$ cat config.mk
export PLATFORM = sky130hd
export DESIGN_NAME = demux1b5_reg
export DESIGN_NICKNAME = d
export VERILOG_FILES = /design/src/rtl/demux_pkg.sv /design/src/rtl/slot_reg.sv /design/src/rtl/demux1b5_reg.sv
export SDC_FILE = /design/constraint.sdc
export NUM_CORES = 1
export LEC_CHECK = 0
export CAP_MARGIN = 20
export CORE_ASPECT_RATIO = 1.5
export CORE_MARGIN = 3
export CORE_UTILIZATION = 40
export DETAILED_ROUTE_END_ITERATION = 8
export PLACE_DENSITY = 0.67
export SKIP_LAST_GASP = 1
export SYNTH_ARGS = -nofsm -noshare
export SYNTH_HDL_FRONTEND = slang
export SYNTH_SLANG_ARGS = --single-unit
$ cat constraint.sdc
create_clock -name CLK -period 3.4 [get_ports CLK]
set_clock_uncertainty 0.05 [all_clocks]
set_input_delay 0.68 -clock CLK [delete_from_list [all_inputs] [get_ports CLK]]
set_output_delay 0.68 -clock CLK [all_outputs]
set_load 0.01 [all_outputs]
$ cat src/rtl/demux_pkg.sv
// Slot encodings shared by the 1-to-5 demux and the 5-to-1 select mux.
package demux_pkg;

    localparam int NUM_SLOTS = 5;
    localparam int SEL_W     = 3;

    localparam logic [SEL_W-1:0] SLOT_A = 3'd0;
    localparam logic [SEL_W-1:0] SLOT_B = 3'd1;
    localparam logic [SEL_W-1:0] SLOT_C = 3'd2;
    localparam logic [SEL_W-1:0] SLOT_D = 3'd3;
    localparam logic [SEL_W-1:0] SLOT_E = 3'd4;

    typedef enum logic {
        EMPTY = 1'b0,
        FULL  = 1'b1
    } slot_state_t;

    // One-hot decode of a select; illegal selects (>= NUM_SLOTS) decode to all zeros.
    function automatic logic [NUM_SLOTS-1:0] sel_decode(input logic [SEL_W-1:0] sel);
        logic [NUM_SLOTS-1:0] oh;
        oh = '0;
        for (int k = 0; k < NUM_SLOTS; k++) begin
            if (sel == SEL_W'(k)) begin
                oh[k] = 1'b1;
            end
        end
        return oh;
    endfunction

endpackage

$ cat src/rtl/slot_reg.sv
// One destination slot: EMPTY/FULL state flop plus the held data word.
// Handshake: load is only raised for an accepted write (slot empty or acked this cycle).
module slot_reg
    import demux_pkg::*;
#(
    parameter int WIDTH = 16
) (
    input  logic             CLK,
    input  logic             RST,
    input  logic             load,
    input  logic             ack,
    input  logic [WIDTH-1:0] din,
    output logic [WIDTH-1:0] dout,
    output logic             valid
);

    slot_state_t state;
    slot_state_t state_nxt;

    always_ff @(posedge CLK or posedge RST) begin
        if (RST) begin
            state <= EMPTY;
            dout  <= '0;
        end else begin
            state <= state_nxt;
            if (load) begin
                dout <= din;
            end
        end
    end

    // A load wins over an ack in the same cycle, so the slot stays FULL with new data.
    always_comb begin
        state_nxt = state;
        if (load) begin
            state_nxt = FULL;
        end else if (ack) begin
            state_nxt = EMPTY;
        end
    end

    assign valid = (state == FULL);

endmodule

$ cat src/rtl/demux1b5_reg.sv
// Registered 1-to-5 demux: steers I into slot S, each slot held until its consumer acks.
// Handshake: a write is accepted when WE & READY; READY = !V[S] | ACK[S] for legal S, else 1.
module demux1b5_reg
    import demux_pkg::*;
#(
    parameter int WIDTH = 16
) (
    input  logic                 CLK,
    input  logic                 RST,
    input  logic [WIDTH-1:0]     I,
    input  logic [SEL_W-1:0]     S,
    input  logic                 WE,
    output logic                 READY,
    output logic [WIDTH-1:0]     A,
    output logic [WIDTH-1:0]     B,
    output logic [WIDTH-1:0]     C,
    output logic [WIDTH-1:0]     D,
    output logic [WIDTH-1:0]     E,
    output logic                 VA,
    output logic                 VB,
    output logic                 VC,
    output logic                 VD,
    output logic                 VE,
    input  logic [NUM_SLOTS-1:0] ACK,
    output logic                 ERR
);

    logic [NUM_SLOTS-1:0] sel_oh;
    logic [NUM_SLOTS-1:0] valid;
    logic [NUM_SLOTS-1:0] load;
    logic [WIDTH-1:0]     slot_data [NUM_SLOTS];
    logic                 sel_legal;
    logic                 accept;

    assign sel_oh    = sel_decode(S);
    assign sel_legal = |sel_oh;

    // Illegal selects are always accepted so the producer never stalls on them.
    assign READY  = !sel_legal || (|(sel_oh & (~valid | ACK)));
    assign accept = WE && READY;
    assign load   = accept ? sel_oh : '0;

    for (genvar k = 0; k < NUM_SLOTS; k++) begin : g_slot
        slot_reg #(.WIDTH(WIDTH)) u_slot (
            .CLK   (CLK),
            .RST   (RST),
            .load  (load[k]),
            .ack   (ACK[k]),
            .din   (I),
            .dout  (slot_data[k]),
            .valid (valid[k])
        );
    end

    always_ff @(posedge CLK or posedge RST) begin
        if (RST) begin
            ERR <= 1'b0;
        end else if (accept && !sel_legal) begin
            ERR <= 1'b1;
        end
    end

    assign A  = slot_data[SLOT_A];
    assign B  = slot_data[SLOT_B];
    assign C  = slot_data[SLOT_C];
    assign D  = slot_data[SLOT_D];
    assign E  = slot_data[SLOT_E];
    assign VA = valid[SLOT_A];
    assign VB = valid[SLOT_B];
    assign VC = valid[SLOT_C];
    assign VD = valid[SLOT_D];
    assign VE = valid[SLOT_E];

endmodule

* Word-level counts from Yosys, hierarchy flattened
Index checks and enable logic that the tools add are counted.
** Word-level totals
- Flip-flop bits (word level) :: 86
- Input port bits :: 27
- Output and inout bits :: 87
- Logic and storage cells :: 46
** Cells by class
- Eq/ne operators :: 4
- Muxes and demuxes :: 16
- Bitwise operators :: 3
- Reductions and logical operators :: 12
** Operator list (count)
- 1-bit 2-to-1 mux :: 15
- 2-bit nonzero test :: 5
- 5-bit OR reduction :: 2
- 3-bit by 2-bit equality test with 1-bit output (second input constant) :: 2
- 5-bit AND :: 1
- 5-bit 2-to-1 mux :: 1
- 5-bit NOT :: 1
- 5-bit bitwise OR :: 1
- 3-bit by 1-bit equality test with 1-bit output (second input constant) :: 1
- 3-bit equality test (second input constant) :: 1
- 3-bit logical NOT :: 1
- 1-bit logical AND :: 2
- 1-bit logical NOT :: 1
- 1-bit logical OR :: 1

* Depth between registers and ports, before layout
- Word-level depth :: 8
- Depth in mapped cells :: 7
- Gate-level depth less buffers :: 4

* Modules after synthesis
From an unflattened synthesis, not the netlist that was laid out.
** Second synthesis, totals
- Cell total of the unflattened synthesis :: 210
- Area total of the unflattened synthesis :: 3603.5 sq um
** By module, submodules not included
- slot_reg :: instances 5, cells each 38, area an instance 686.9 sq um, seq. area each 425.4 sq um
- demux1b5_reg :: instances 1, cells each 20, area an instance 168.9 sq um, seq. area each 25.0 sq um

* Worst setup path after synthesis
Ideal clock, no wire load.
- Path kind :: input-to-reg
- Start point :: input port S[0]
- End point :: register g_slot[1].u_slot.dout[0]
- Setup time :: 0.125 ns
- Arrival time :: 2.365 ns
- Data required time :: 3.225 ns
- Setup slack :: 0.860 ns
- Cell stages on the path :: 5
- Buffers on the path :: 1
- Cell sequence :: or4b_4 a22o_4 o31ai_4 buf_12 mux2_4
** Between the ends
- Word-level cells in the longest chain between the ends :: 7
- Elaborated cells on any way between the ends :: 17
- Classes of those cells :: eq/ne: 4; mux: 6; bitwise: 1; reduce/logical: 6
** Ends and longest elaborated chain
- start: declaration :: RTL line demux1b5_reg.sv:11 : input logic [SEL_W-1:0] S,
- 3-bit by 1-bit equality test with 1-bit output (tied with other cells) :: RTL line demux_pkg.sv:23 : if (sel == SEL_W'(k)) begin
- 1-bit 2-to-1 mux :: RTL line demux_pkg.sv:23
- 5-bit AND or 5-bit OR reduction (tied branches) :: RTL line demux1b5_reg.sv:39, demux1b5_reg.sv:36
- 5-bit OR reduction or 1-bit logical NOT (tied branches) :: RTL line demux1b5_reg.sv:39 : assign READY = !sel_legal || (|(sel_oh & (~valid | ACK)));
- 1-bit logical OR :: RTL line demux1b5_reg.sv:39
- 1-bit logical AND :: RTL line demux1b5_reg.sv:40 : assign accept = WE && READY;
- 5-bit 2-to-1 mux (*) :: RTL line demux1b5_reg.sv:41 : assign load = accept ? sel_oh : '0;
- end signal: assignment :: RTL line slot_reg.sv:27 : dout <= din;
- end: declaration :: RTL line slot_reg.sv:13 : output logic [WIDTH-1:0] dout,
Mark *: on every way between the ends. The rest lies on a longest branch, timed or not.
A chain may end at the register's enable or synchronous reset.

* Worst setup path in the final report
- Start point :: input port S[0]
- End point :: output port READY
** Between the ends
- Word-level cells in the longest chain between the ends :: 5
- Elaborated cells on any way between the ends :: 15
- Classes of those cells :: eq/ne: 4; mux: 5; bitwise: 1; reduce/logical: 5
** Ends and longest elaborated chain
- 3-bit by 1-bit equality test with 1-bit output (tied with other cells) :: RTL line demux_pkg.sv:23
- 1-bit 2-to-1 mux :: RTL line demux_pkg.sv:23
- 5-bit AND or 5-bit OR reduction (tied branches) :: RTL line demux1b5_reg.sv:39, demux1b5_reg.sv:36
- 5-bit OR reduction or 1-bit logical NOT (tied branches) :: RTL line demux1b5_reg.sv:39
- 1-bit logical OR (*) :: RTL line demux1b5_reg.sv:39
- end: declaration :: RTL line demux1b5_reg.sv:13 : output logic READY,
Marked as above.

==> key figures <==
Routing
  • WL/cell: 17.40 microns
  • Via Count: 2157
  • ANT nets after route: 0
  • Vias per inst: 4.804
  • Aggregate routed wire length: 7.813 mm
  • First-pass DRT Iterations: 4
  • Iter 0 DRT Violations: 41
  • Final routed DRC violation total: 0

Power
  • Reported leakage power: 2.187 nW
  • Peak supply drop: 0.4195 mV
  • Power per cell area: 636.7 nW/um^2
  • Overall power: 3.198 mW

Floorplan
  • Die Y-Extent: 119.7 microns
  • Area inside the core boundary: 8208 sq um
  • Number of placed I/O pins: 114
  • Die X: 81.80 microns
  • Row count: 40
  • Initial core utilization: 42.00%
  • Area of the die: 9790 sq um

Timing
  • Worst-case headroom to the max-slew limit: 62.66%
  • Maximum clock frequency: 303.1 MHz
  • Final Slew Violations: 0
  • Min Clock Period, post-route: 3299 ps
  • Least-Margin Pin Slew: 559.4 ps
  • WHS: 431.2 ps
  • RSZ-0062 raised after global routing: no
  • Sum of negative setup slack: 0 ps
  • Post-route clock period utilization: 97.02%
  • Hold violation total from the final report: 0
  • Final setup violation count: 0

Clock network
  • H-tree Lvls: 3
  • Clock Pin Slew Worst Setup and Hold Paths: 60 ps
  • Longest Clk Path Bufs: 2
  • Buffer count from post-CTS setup fixing: 0
  • Clock sink count: 86
  • Inserted Clock Buffers: 9
  • Root cell of the clock tree: clkbuf_16
  • Insertion delay of the later-clocked pin in the worst-skew pair: 320 ps
  • Number of buffers added to fix hold violations after cts: 0
  • TritonCTS clock tree: built
  • CTS resizes: 0

GRT
  • First-pass GRT wire length: 12.16 mm
  • Maximum number of pins on one net before global-route repair: 55
  • Remaining Overflow, GRT: 0
  • Vias in the first global route: 2290
  • Antenna violations before repair: 0
  • Total track usage: 16.78%

Finish
  • Most common cell after layout, fill and taps aside: clkdlybuf4s50_1
  • Growth of design area from synthesis to finish: 45.70%
  • Utilization after layout: 61.19%
  • Net count reported at finish: 367
  • Diodes inserted: 0
  • Ratio of cells with drive above 1 in the final layout: 34.01%
  • Most used cells in the layout excluding fill and tap cells: clkdlybuf4s50_1 (113), dfrtp_1 (86), mux2_2 (70), buf_4 (15), mux2_4 (10)

Logic synthesis
  • Post-Synthesis Net Count: 234
  • Top-area cell type share of the netlist area: 62.43%
  • Number of distinct standard cells referenced by the synthesized netlist: 29
  • Mapped Avg Cell Area: 16.65 sq um
  • Cell type with the largest total area after synthesis: dfrtp_1
  • Area of the mapped netlist: 3447 sq um
  • Number of warnings issued by yosys: 0
  • Post-synthesis sequential element count: 86
  • Leading post-synthesis cells by cell area: dfrtp_1 (62%), mux2_2 (23%), mux2_4 (4.4%), buf_6 (0.98%), nand2b_1 (0.91%)
  • Number of cells produced by synthesis: 207
  • Share of synthesized area occupied by flip-flops and latches: 62.43%

Job
  • Number of max-cap violations: 0

Place
  • Buffers on Ports: 113
  • Routability congestion estimate: 0.7344
  • Final HPWL DP: 5.628 mm

Setup path
  • Register-to-Register Path Depth: 6
  • Destination of the critical timing path: READY
  • Register-to-register setup slack: 1060 ps
  • Arrival time reported for the critical path endpoint: 2570 ps
  • Setup crit start kind: primary input
  • Endpoint of the lowest-slack register-to-register path: g_slot[0].u_slot.dout[7]
  • Setup CP Type: in2out
  • Data required, critical path: 2670 ps
  • Critical path launch point: S[0]
  • Crit path capture type: output pin
  • Crit-path max FO: 2
  • R2R Path Start: g_slot[4].u_slot.valid

Run status
  • Run status: finished, final reports clean

Hold path
  • Worst hold path class: reg2reg
  • Hold Path Depth: 1
[per-layer routing]
| layer | global-route usage, % | vias to the layer above | share of wire [%] |
|---|---|---|---|
| met1 | 18.17 | 1085 | 38 |
| met5 | 0 | - | 0 |
| met3 | 5.330 | 11 | 5.8 |
| met4 | 6.029 | 0 | 1.6 |
| li1 | - | 998 | - |
| met2 | 29.76 | 63 | 55 |
[synthesized netlist by cell type (all sizes together)]
cell type / instances
buf: 7
a2bb2oi: 1
dfrtp: 86
o21bai: 1
mux2: 80
nor3: 1
nor3b: 1
nor2: 2
o2bb2ai: 1
or3b: 1
nand2: 5
o31ai: 1
inv: 3
a21oi: 1
o211ai: 1
nor2b: 1
a22o: 1
o2111ai: 1
and3b: 1
o21ai: 2
or4b: 1
and2: 1
a22oi: 1
nand2b: 5
a211o: 1
[per-stage QoR]
stage               std cells  setup WS, ps  area [sq um]
global placement          434         129.9          4772
floorplan                 207         448.2          3447
global route              449         72.60          5022
detailed placement        434         110.9          4772
CTS                       449         106.5          5022
finish                    449         101.2          5022
[power by group]
part / internal [mW] / switching (mW)
Sequential: 1.26 / 0.124
Combinational: 0.631 / 0.343
Clock: 0.489 / 0.347
Total: 2.38 / 0.813
[critical path, stage by stage]
cell and delay, ps:
clkdlybuf4s50_1 420, or4b_4 550, a22o_4 230, nor2_1 140
nand2_1 70, clkdlybuf4s50_1 480
[layout make-up]
type / count / area, sq um
Clock inverter: 2 / 10.01
Timing Repair Buffer: 129 / 1264
Tap cell: 105 / 131.4
Clock buffer: 13 / 240.2
Fill cell: 684 / 3186
Inverter: 3 / 12.51
Multi-Input combinational cell: 111 / 1212
Sequential cell: 86 / 2152
[cell families (layout without fill, tap and decap cells)]
kind of cell,Yosys count,in the layout,synth area share [%]
flops,86,86,62.43
buf+inv,10,147,2.396
mux,80,80,27.22
compound gates,12,12,4.538
simple gates,19,19,3.412
[worst min path at each step]
stage,slack [ps],start,endpoint
after floorplan,460,ERR,ERR
after global placement,410,ERR,ERR
after detailed placement,420,ERR,ERR
after CTS,440,ERR,ERR
after global routing,460,g_slot[2].u_slot.dout[6],g_slot[2].u_slot.dout[6]
final,430,ERR,ERR
[flip-flops by register name (all words and copies together), names as in the netlist]
name                 count
ERR                      1
g_slot.u_slot.valid      5
g_slot.u_slot.dout      80
(Power assumes the default switching activity.)
